--- src/rtl/axi_master_multi_counter.sv ---
// Multi-channel up/down counter with variable step and programmable full limit.
// Each channel can saturate or wrap and has registered zero/full flags and
// sticky overflow/underflow flags.
module axi_master_multi_counter #(
    parameter int                 C_WIDTH      = 8,
    parameter int                 C_NUM_CH     = 2,
    parameter int                 C_STEP_WIDTH = 4,
    parameter logic [C_WIDTH-1:0] C_INIT       = '0,
    parameter bit                 C_SATURATE   = 1'b1
) (
    input  logic                             clk,
    input  logic                             rst_n,
    input  logic                             clken,
    input  logic [C_NUM_CH-1:0]              load,
    input  logic [C_NUM_CH*C_WIDTH-1:0]      load_value,
    input  logic [C_NUM_CH-1:0]              incr,
    input  logic [C_NUM_CH*C_STEP_WIDTH-1:0] incr_step,
    input  logic [C_NUM_CH-1:0]              decr,
    input  logic [C_NUM_CH*C_STEP_WIDTH-1:0] decr_step,
    input  logic [C_NUM_CH*C_WIDTH-1:0]      limit,
    input  logic [C_NUM_CH-1:0]              clr_err,
    output logic [C_NUM_CH*C_WIDTH-1:0]      count,
    output logic [C_NUM_CH-1:0]              is_zero,
    output logic [C_NUM_CH-1:0]              is_full,
    output logic [C_NUM_CH-1:0]              ovf,
    output logic [C_NUM_CH-1:0]              udf
);

    // Two guard bits: bit W flags a carry past all-ones, bit W+1 is the sign.
    localparam int SUM_W = C_WIDTH + 2;
    localparam int PAD_W = SUM_W - C_STEP_WIDTH;

    genvar gi;
    generate
        for (gi = 0; gi < C_NUM_CH; gi++) begin : g_ch
            logic [C_WIDTH-1:0] count_reg;
            logic               is_zero_reg;
            logic               is_full_reg;
            logic               ovf_reg;
            logic               udf_reg;

            logic [C_WIDTH-1:0] count_next;
            logic               ovf_evt;
            logic               udf_evt;
            logic [SUM_W-1:0]   sum;
            logic [SUM_W-1:0]   incr_ext;
            logic [SUM_W-1:0]   decr_ext;

            // Next count: load wins, otherwise signed add/sub with clamp or wrap.
            always_comb begin
                incr_ext   = incr[gi] ? {{PAD_W{1'b0}}, incr_step[gi*C_STEP_WIDTH +: C_STEP_WIDTH]} : '0;
                decr_ext   = decr[gi] ? {{PAD_W{1'b0}}, decr_step[gi*C_STEP_WIDTH +: C_STEP_WIDTH]} : '0;
                sum        = {2'b00, count_reg} + incr_ext - decr_ext;
                count_next = sum[C_WIDTH-1:0];
                ovf_evt    = 1'b0;
                udf_evt    = 1'b0;
                if (load[gi]) begin
                    count_next = load_value[gi*C_WIDTH +: C_WIDTH];
                end else if (sum[SUM_W-1]) begin
                    // Negative result: went below zero.
                    udf_evt = 1'b1;
                    if (C_SATURATE) begin
                        count_next = '0;
                    end
                end else if (sum[C_WIDTH]) begin
                    // Positive result beyond all-ones.
                    ovf_evt = 1'b1;
                    if (C_SATURATE) begin
                        count_next = '1;
                    end
                end
            end

            // Count, flags and sticky errors; a same-cycle event beats clr_err.
            always_ff @(posedge clk or negedge rst_n) begin
                if (!rst_n) begin
                    count_reg   <= C_INIT;
                    is_zero_reg <= (C_INIT == '0);
                    is_full_reg <= 1'b0;
                    ovf_reg     <= 1'b0;
                    udf_reg     <= 1'b0;
                end else if (clken) begin
                    count_reg   <= count_next;
                    is_zero_reg <= (count_next == '0);
                    is_full_reg <= (count_next >= limit[gi*C_WIDTH +: C_WIDTH]);
                    ovf_reg     <= ovf_evt | (ovf_reg & ~clr_err[gi]);
                    udf_reg     <= udf_evt | (udf_reg & ~clr_err[gi]);
                end
            end

            assign count[gi*C_WIDTH +: C_WIDTH] = count_reg;
            assign is_zero[gi]                  = is_zero_reg;
            assign is_full[gi]                  = is_full_reg;
            assign ovf[gi]                      = ovf_reg;
            assign udf[gi]                      = udf_reg;
        end
    endgenerate

endmodule

--- config.mk ---
export PLATFORM = sky130hd
export DESIGN_NAME = axi_master_multi_counter
export DESIGN_NICKNAME = d
export VERILOG_FILES = /design/src/rtl/axi_master_multi_counter.sv
export SDC_FILE = /design/constraint.sdc
export NUM_CORES = 1
export LEC_CHECK = 0
export CORE_MARGIN = 4
export CORE_UTILIZATION = 52
export DETAILED_ROUTE_END_ITERATION = 12
export GPL_TIMING_DRIVEN = 1
export PLACE_DENSITY_LB_ADDON = 0.25
export RECOVER_POWER = 50
export SYNTH_ARGS = -nofsm -noshare
export SYNTH_HDL_FRONTEND = slang
export SYNTH_SLANG_ARGS = --single-unit
--- constraint.sdc ---
create_clock -name clk -period 8.1 [get_ports clk]
set_input_delay 1.62 -clock clk [delete_from_list [all_inputs] [get_ports clk]]
set_output_delay 1.62 -clock clk [all_outputs]
set_load 0.1 [all_outputs]
# After elaboration in Yosys (flattened, before gate mapping)
# Cells that the tools add are included.
# totals
register_bits	24
output_inout_bits	24
# op_classes
addsub	4
bitwise_logic	10
n_reduce_logical	2
magnitude_cmp	2
n_mux	20
# op_table
op	n
two-way mux 8 bit	6
subtractor 9 x 4 -> 10 bit	2
adder 8 x 4 -> 9 bit	2
>= comparator 8 bit	2
zero test 8 bit	2
two-way mux 4 bit	4
two-way mux 1 bit	10
AND 1 bit	4
bitwise OR 1 bit	4
NOT 1 bit	2

# Longest topological paths before layout
# logic_depth
ltp_word	7
ltp_mapped	20

# Least setup slack after synthesis
# No wires, ideal clock.
# synth_path
path_kind	input-to-reg
startpoint	in decr_step[1]
endpoint	reg g_ch[0].is_full_reg
slack_ns	2.751
stages	16
arrival_ns	5.221
path_cell_list	and2_1 fa_1 fa_1 nand2b_1 a211oi_1 mux2i_1 o311ai_2 o221ai_1 ha_1 nand2b_1 a21o_1 a21o_1 a21o_1 a211o_1 a21oi_1 o21ai_0
# synth_between
elab_chain_cells	6
# synth_rtl
element	line	text
start, declared	19	input logic [C_NUM_CH*C_STEP_WIDTH-1:0] decr_step,
two-way mux 4 bit (*)	52	decr_ext = decr[gi] ? {{PAD_W{1'b0}}, decr_step[gi*C_STEP_WIDTH +: C_STEP_WIDTH]} : '0;
subtractor 9 x 4 -> 10 bit (*)	53	sum = {2'b00, count_reg} + incr_ext - decr_ext;
two-way mux 8 bit	65	end else if (sum[C_WIDTH]) begin
two-way mux 8 bit (*)	59	end else if (sum[SUM_W-1]) begin
two-way mux 8 bit (*)	57	if (load[gi]) begin
>= comparator 8 bit (*)	85	is_full_reg <= (count_next >= limit[gi*C_WIDTH +: C_WIDTH]);
end signal, assigned	85	
end, declared	38	logic is_full_reg;
# Mark *: on every way between the ends. The rest lies on a longest branch, timed or not.
# A chain may end at the register's enable or synchronous reset.

# Worst setup path in the final report
# layout_path
startpoint	in decr[0]
endpoint	reg g_ch[0].is_full_reg
# layout_between
elab_chain_cells	6
# layout_rtl
element	line	text
start, declared	18	input logic [C_NUM_CH-1:0] decr,
two-way mux 4 bit (*)	52	
subtractor 9 x 4 -> 10 bit (*)	53	
two-way mux 8 bit	65	
two-way mux 8 bit (*)	59	
two-way mux 8 bit (*)	57	
>= comparator 8 bit (*)	85	
# Marked as above.

==> flow_summary.json <==
{
  "grt_use_total_pct": 20.99,
  "drtIter0Drc": 179,
  "relSlewSlack_pct": 28.52,
  "num_io_pins": 83,
  "routed_via_density": 5.440,
  "first_global_vias": 2486,
  "synthArstFlopShare_pct": 100.0,
  "postCtsHoldBufs": 0,
  "end_kind": "flop",
  "cts_resized": 0,
  "port_buffers": 82,
  "die_w_um": 81.34,
  "start_util_pct": 54.06,
  "routedWlPerCell_um": 14.57,
  "critPathKind": "in -> reg",
  "dpl.hpwl_mm": 5.737,
  "multi_input_area_um2": 1909,
  "worst_slack_ns": 2.199,
  "dieArea_um2": 6615,
  "cp.required_ns": 8.24,
  "rsz0062_at_grt": "no",
  "cp-start-kind": "input port",
  "setup_viol": 0,
  "dr.pass1.iters": 4,
  "crit_fanout": 10,
  "min_period_ns": 5.901,
  "place_worst_setup_slack_ns": 1.968,
  "antennaDiodeCount": 0,
  "grt-ovfl-total": 0,
  "numCtsBuffers": 3,
  "yosysSeqAreaShare_pct": 21.57,
  "drive_gt1_share_pct": 5.926,
  "routed_wl_mm": 6.919,
  "yosys_warnings": 0,
  "area_growth_pct": 31.28,
  "clock-sinks": 24,
  "antenna_found_initial": 0,
  "fin_setup_tns_ns": 0,
  "drv_cap": 0,
  "clk_path_buf_depth": 2,
  "synthDistinctLibCells": 56,
  "fill_cells": 420,
  "timing.hold.ws_ns": 0.4971,
  "seqCellArea_um2": 603.1,
  "netlist_instances": 333,
  "clk_pin_slew_ns": 0.09,
  "fin_nets": 509,
  "ys.flop_type": "dfrtp_1",
  "fmax_mhz": 169.5,
  "synth_top_area_cell": "dfrtp_1",
  "arrival_ns": 6.04,
  "htree_levels": 1,
  "wl_met2_mm": 3.176,
  "crit_top_cell": "a21o_1",
  "dpl_cell_area_um2": 3616,
  "cts_tree": "done",
  "vias": 2584,
  "netlist_area_um2": 2796,
  "crit_chain": "clkdlybuf4s50_1, and2_1, fa_1, fa_1, nand2b_1, a211oi_1, mux2i_1, o311ai_2, o221ai_1, ha_1, nand2b_1, a21o_1, a21o_1, a21o_1, a211o_1, a21oi_1, o21ai_0",
  "post_cts_buffers": 0,
  "drc": 0,
  "route.met3.wl_um": 304,
  "grt_pass1_wl_mm": 11.10,
  "clock_skew_ns": 0.004118,
  "syn-num-nets": 436,
  "core_um2": 5172,
  "clockRootBuffer": "clkbuf_8",
  "place.gp.congestion": 0.8537,
  "insertion_delay_ns": 0.26,
  "std_cell_rows": 26,
  "routed.top_layer": "met4",
  "slew_violations": 0,
  "tightest_slew_ns": 1.069,
  "slowest_stage": "clkdlybuf4s50_1",
  "cpPeakStageDelay_ns": 0.51,
  "wl_met1_mm": 3.415,
  "status": "complete, no violations",
  "synth_common_cells": "inv_1 (50), ha_1 (36), nand2_1 (28), dfrtp_1 (22), a21oi_1 (20)",
  "reg2regPathDepth": 16,
  "netlist.area_leader.share_pct": 19.69,
  "ys_ff_latch": 24,
  "min-delay-path-class": "reg -> reg",
  "synth_most_common_cell": "inv_1",
  "post_synth.cell_area_avg_um2": 8.398,
  "finalCritPeriodShare_pct": 72.85,
  "drtAntennaViolNets": 0,
  "largest_register_ff_count": 16,
  "fin_area_um2": 3671,
  "synth_edf_count": 0,
  "fp.dieH_um": 81.34,
  "whs_path_depth": 2,
  "grt_max_degree": 38,
  "yosys-top-cells-area": "dfrtp_1 (20%), ha_1 (16%), inv_1 (6.7%), fa_1 (5.7%), a21o_1 (3.8%)",
  "hold_viol": 0
}
-- cells by family after synthesis --
| logic type | synth area share (%) |
|---|---|
| buffers and inverters | 10.16 |
| AOI/OAI and AO/OA | 23.54 |
| DFF | 21.57 |
| muxes | 4.295 |
| and+or+nand+nor | 15.79 |
| xor gates and xnor gates | 2.819 |
| adders and majority gates | 21.83 |
-- worst max-delay path: cells and delay by family --
kind	cells	cell delay, ns
AND/OR/NAND/NOR	3	0.50
AO/OA/AOI/OAI	9	1.92
buffers and inverters	1	0.51
adder cells (fa/ha/maj)	3	1.24
multiplexers	1	0.25
-- cell usage in the layout (no fill, tap or decap), drive strengths merged, types with 2 or more instances in the layout --
cell and count:
dlygate4sd3 13, nand2 28, xnor2 4, and2 8, a22o 2, nand2b 11, mux2 8, a2111oi 2
clkbuf 4, a211oi 5, inv 50, nor3 4, a21boi 2, a32o 3, a21o 14, nor4 2
o21ai 17, clkdlybuf4s50 69, o21a 4, or2 4, nor2 19, a21oi 20, dfstp 2, a211o 4
mux2i 3, o221ai 2, ha 36, dfrtp 22, xor2 5, fa 8, o31ai 5, nor3b 3
nand3 3, o311a 2
-- through the flow --
step | instances | util [%]
final | 475 | 70.97
after global routing | 475 | 70.97
after CTS | 475 | 70.97
after detailed placement | 471 | 69.91
after global placement | 471 | 69.91
after floorplan | 333 | -
-- area by class of cell --
class                      count  share of cell area (%)
inverter                      50                   5.112
tap                           70                   2.386
timing repair buffer          83                   22.56
multi-input combinational    244                   52.01
clock buffer                   4                   1.500
sequential                    24                   16.43
-- routing by layer --
layer,GRT usage [%],vias to the layer above
met1,30.25,1203
met3,3.104,4
li1,-,1299
met5,0,-
met2,34.77,78
met4,1.014,0
-- worst paths after layout --
path                                       from                   end  slack (ns)
max reg2reg                g_ch[0].count_reg[1]   g_ch[0].is_full_reg        3.70
max in group asynchronous                 rst_n  g_ch[0].count_reg[4]        5.46
min reg2reg                     g_ch[1].udf_reg       g_ch[1].udf_reg        0.50
min in group asynchronous                 rst_n       g_ch[1].udf_reg        1.99
min                             g_ch[1].udf_reg       g_ch[1].udf_reg        0.50
max                                     decr[0]   g_ch[0].is_full_reg        2.20
Power is not shown: default switching activity piles up to over one toggle a cycle in this logic, so the estimate is an artifact.
